===== src/rtl/debounce_pkg.sv =====
// Shared types and defaults for the debounce_pulse input conditioning stage.
package debounce_pkg;

    localparam int unsigned DEB_STABLE_DEFAULT  = 8;
    localparam int unsigned DEB_PRESS_W_DEFAULT = 8;

    typedef enum logic [1:0] {
        IDLE_LO = 2'd0,
        WAIT_HI = 2'd1,
        IDLE_HI = 2'd2,
        WAIT_LO = 2'd3
    } deb_state_t;

endpackage


===== src/rtl/debounce_pulse_sync_2ff.sv =====
// 1-bit two-stage synchroniser for an asynchronous input; clears to 0 on reset.
module sync_2ff (
    input  logic clk,
    input  logic rst_n,
    input  logic d,
    output logic q
);

    logic s1;

    always_ff @(posedge clk or negedge rst_n) begin
        if (!rst_n) begin
            s1 <= 1'b0;
            q  <= 1'b0;
        end else begin
            s1 <= d;
            q  <= s1;
        end
    end

endmodule


===== src/rtl/debounce_pulse.sv =====
// Button debouncer: optional two-flop synchroniser (DEBOUNCE_SYNC_EN), stable-count FSM,
// registered level, single-cycle rise/fall pulses and a wrapping press counter.
module debounce_pulse
    import debounce_pkg::*;
#(
    parameter int unsigned STABLE_CYCLES = DEB_STABLE_DEFAULT,
    parameter int unsigned PRESS_W       = DEB_PRESS_W_DEFAULT
) (
    input  logic               clk,
    input  logic               rst_n,
    input  logic               btn_in,
    output logic               level,
    output logic               rise,
    output logic               fall,
    output logic [PRESS_W-1:0] press_count
);

    localparam int unsigned     CNT_W    = $clog2(STABLE_CYCLES);
    localparam logic [CNT_W-1:0] CNT_LAST = CNT_W'(STABLE_CYCLES - 1);

    logic             s;
    deb_state_t       state, next_state;
    logic [CNT_W-1:0] cnt, cnt_next;
    logic             accept_rise, accept_fall;

`ifdef DEBOUNCE_SYNC_EN
    sync_2ff u_sync (
        .clk  (clk),
        .rst_n(rst_n),
        .d    (btn_in),
        .q    (s)
    );
`else
    always_comb s = btn_in;
`endif

    always_ff @(posedge clk or negedge rst_n) begin
        if (!rst_n) begin
            state <= IDLE_LO;
            cnt   <= '0;
        end else begin
            state <= next_state;
            cnt   <= cnt_next;
        end
    end

    // cnt holds the number of consecutive samples already seen differing from level
    always_comb begin
        next_state  = state;
        cnt_next    = '0;
        accept_rise = 1'b0;
        accept_fall = 1'b0;
        case (state)
            IDLE_LO: begin
                if (s) begin
                    next_state = WAIT_HI;
                    cnt_next   = CNT_W'(1);
                end
            end
            WAIT_HI: begin
                if (!s) begin
                    next_state = IDLE_LO;
                end else if (cnt == CNT_LAST) begin
                    next_state  = IDLE_HI;
                    accept_rise = 1'b1;
                end else begin
                    cnt_next = cnt + CNT_W'(1);
                end
            end
            IDLE_HI: begin
                if (!s) begin
                    next_state = WAIT_LO;
                    cnt_next   = CNT_W'(1);
                end
            end
            WAIT_LO: begin
                if (s) begin
                    next_state = IDLE_HI;
                end else if (cnt == CNT_LAST) begin
                    next_state  = IDLE_LO;
                    accept_fall = 1'b1;
                end else begin
                    cnt_next = cnt + CNT_W'(1);
                end
            end
            default: next_state = IDLE_LO;
        endcase
    end

    always_ff @(posedge clk or negedge rst_n) begin
        if (!rst_n) begin
            level       <= 1'b0;
            rise        <= 1'b0;
            fall        <= 1'b0;
            press_count <= '0;
        end else begin
            rise <= accept_rise;
            fall <= accept_fall;
            if (accept_rise) begin
                level       <= 1'b1;
                press_count <= press_count + PRESS_W'(1);
            end else if (accept_fall) begin
                level <= 1'b0;
            end
        end
    end

endmodule

===== config.mk =====
export PLATFORM = sky130hd
export DESIGN_NAME = debounce_pulse
export DESIGN_NICKNAME = d
export VERILOG_FILES = /design/src/rtl/debounce_pkg.sv /design/src/rtl/debounce_pulse_sync_2ff.sv /design/src/rtl/debounce_pulse.sv
export SDC_FILE = /design/constraint.sdc
export NUM_CORES = 1
export LEC_CHECK = 0
export CAP_MARGIN = 20
export CORE_AREA = 2 2 44 46
export CTS_CLUSTER_DIAMETER = 120
export CTS_CLUSTER_SIZE = 14
export DETAILED_ROUTE_END_ITERATION = 7
export DIE_AREA = 0 0 46 48
export PLACE_DENSITY_LB_ADDON = 0.25
export SLEW_MARGIN = 0
export SYNTH_ARGS = -nofsm -noshare
export SYNTH_HDL_FRONTEND = slang
export SYNTH_SLANG_ARGS = --single-unit

===== constraint.sdc =====
create_clock -name clk -period 1.28 [get_ports clk]
set_input_delay 0.128 -clock clk [delete_from_list [all_inputs] [get_ports clk]]
set_output_delay 0.128 -clock clk [all_outputs]
set_load 0.03 [all_outputs]

==> results.txt <==
Global Route met3 Usage -> 0.03396
number of diodes -> 0
clk_lat worst skew -> 0.27 ns
maximum fanout along the worst path -> 3
# port buffers -> 13
Design Power -> 855.9 µW
Clock Skew -> 0.0006733 ns
worst slew pin tran -> 0.3083 ns
Critical Path Source Type -> register
Die Wd -> 46 µm
fin crit share -> 1.101
Hold/Removal Path Class -> primary input to asynchronous set/reset pin
drt pass-1 iters -> 4
final setup vio count -> 10
M2 GR Usage -> 0.1639
Syn Nets -> 61
top post-synthesis cells by area -> dfrtp_1, xnor2_1, ha_1
CTS sink count -> 16
Via density -> 4.723
synth warn -> 0
RSZ-0062 raised after global routing -> yes
root buf cell -> clkbuf_4
violations in the final reports -> setup timing
Area growth syn-to-layout -> 43.91%
chip height -> 48 µm
GPL Wtd Cong -> 0.7469
sequential fraction of the synthesis area -> 0.5735
die area -> 2208 µm²
DR vias -> 477
Core Region -> 1689 µm²
share of cells above drive strength 1 -> 0.3571
post-DP HPWL -> 919.2 µm
I/O pins -> 14
most common cell after layout, fill and taps aside -> dfrtp_1
Layout fillers -> 151
area fraction of the dominant cell type after synthesis -> 0.5735
pre-CTS setup slack -> -0.07036 ns
wire length per cell -> 11.94 µm
CP required -> 1.45 ns
Max-Cap Viols -> 0
Most Crowded Layer GR -> met1
vias in the first global route -> 436
start of the worst register-to-register path -> cnt[0]$_DFF_PN0_
Seq cells post-synth -> 16
met1 usage -> 0.1910
Synth async-reset ratio -> 1.000
Max Clk Rate -> 709.7 MHz
min Tclk post-route -> 1.409 ns
Final Hold Vio Count -> 0
final worst slack -> -0.1291 ns
Slew HR -> 0.7953
# nets final -> 92
Mapped Cells -> 55
GRT Resource Usage Total -> 0.1297
largest stage delay on the critical path -> 0.40 ns
CP Capture Type -> register
worst setup path startpoint -> cnt[0]$_DFF_PN0_
Crit path max-delay family -> flip-flops
Yosys cell types -> 21
WL final -> 1206 µm
crit path max-delay cell type -> dfrtp_1
Buffers & Inverters on Critical Path -> 1
setup TNS -> -0.5674 ns
CP arrival -> 1.58 ns
initial drt markers -> 8
DRT antenna net count -> 0
EDFF count, synth -> 0
most frequent cells in the layout -> dfrtp_1, buf_4, dlygate4sd2_1
Max Root-Sink Buffers -> 2
initial core utilization -> 0.4133
critical path class -> register to register
syn_area_per_cell -> 12.69 µm²
final core occ -> 0.5948
FP Rows -> 15
total CTS buffers -> 3
Peak VDD IR -> 559.0 µV
final hold slack -> 0.1659 ns
largest net degree at the start of global routing -> 17
pins over their slew limit -> 0
mapped cell area -> 698.2 µm²
gr ovfl total -> 0
DRC violations left -> 0
htree depth -> 1
CTS clk-pin slew, worst paths -> 0.09 ns
antenna violations before repair -> 0
leading area contributor after synthesis -> dfrtp_1
leading register cell type out of synthesis -> dfrtp_1
Pleak -> 0.0005495 µW
cell chain of the critical path -> ha_2 > ha_4 > buf_4 > nand2_2 > mux2_2
global-route wire length before repair -> 1952 µm
outcome -> finished, violations left
Power Dens Cells -> 851.9 nW/µm²
CTS tree -> done
-- what timing repair did --
item,in CTS,in global routing
buffers inserted,0,1
endpoints found under the setup margin,21,11
gates resized for setup,13,8
hold buffers,0,0
pin swaps,2,4
-- registers in the layout, indices dropped and copies added, names as in the netlist, named ones only --
signal       count
cnt              3
fall             1
rise             1
press_count      8
level            1
state            1
-- layout make-up --
type	instances	area, µm²	area share
multi-input combinational	37	325.3	0.3238
tap	17	21.27	0.02117
inverter	1	6.256	0.006227
sequential	16	400.4	0.3985
clock buffer	3	22.52	0.02242
timing repair buffer	27	229.0	0.2279
-- final timing paths --
kind / cells past startpoint / endpoint / slack, ns
worst max-delay path: 5 / register / -0.13
worst min-delay path: 2 / state[0]$_DFFE_PN0P_ / 0.17
worst max register to register: 5 / register / -0.13
worst min register to register: 1 / press_count[7]$_DFFE_PN0P_ / 0.47
max in group asynchronous: 2 / press_count[4]$_DFFE_PN0P_ / 0.94
min in group clk: 1 / press_count[7]$_DFFE_PN0P_ / 0.47
-- synth_stat cells (2+ instances only) --
library cell,number
nand4_1,2
ha_1,3
xnor2_1,5
dfrtp_1,16
nand2_1,8
o21ai_0,2
xor2_1,4
nor3_1,2
-- kinds of logic after synthesis --
group                    count (synthesis)  synth area share
AND/OR/NAND/NOR                         19            0.1900
multiplexers                             1           0.01613
buffers and inverters                    2           0.01253
flip-flops                              16            0.5735
adder cells (fa/ha/maj)                  3           0.05377
AO/OA/AOI/OAI                            5           0.04122
XOR/XNOR                                 9            0.1129
-- metrics by stage --
step                      instance area (µm²)  instances
after floorplan                         713.2         55
after global placement                  957.2         97
after detailed placement                957.2         97
after CTS                               969.7        100
after global routing                     1005        101
final                                    1005        101
-- layer usage --
| metal | up-vias | share of wire |
|---|---|---|
| met5 | - | 0 |
| met4 | 0 | 0.010 |
| met3 | 2 | 0.032 |
| met2 | 7 | 0.42 |
| met1 | 219 | 0.53 |
| li1 | 249 | - |
-- power by group --
part           internal, µW  leakage, µW  switching [µW]
registers               519     0.000211            11.0
logic                  39.1     0.000324            34.4
clock network           109    0.0000138             144
total                   667     0.000549             189
-- worst reg2reg max path: stages, from the launching register on --
cell	delay, ns
dfrtp_1	0.40
ha_2	0.21
ha_4	0.17
buf_4	0.13
nand2_2	0.07
mux2_2	0.32
Note: power is estimated with default switching activity, not from simulation.
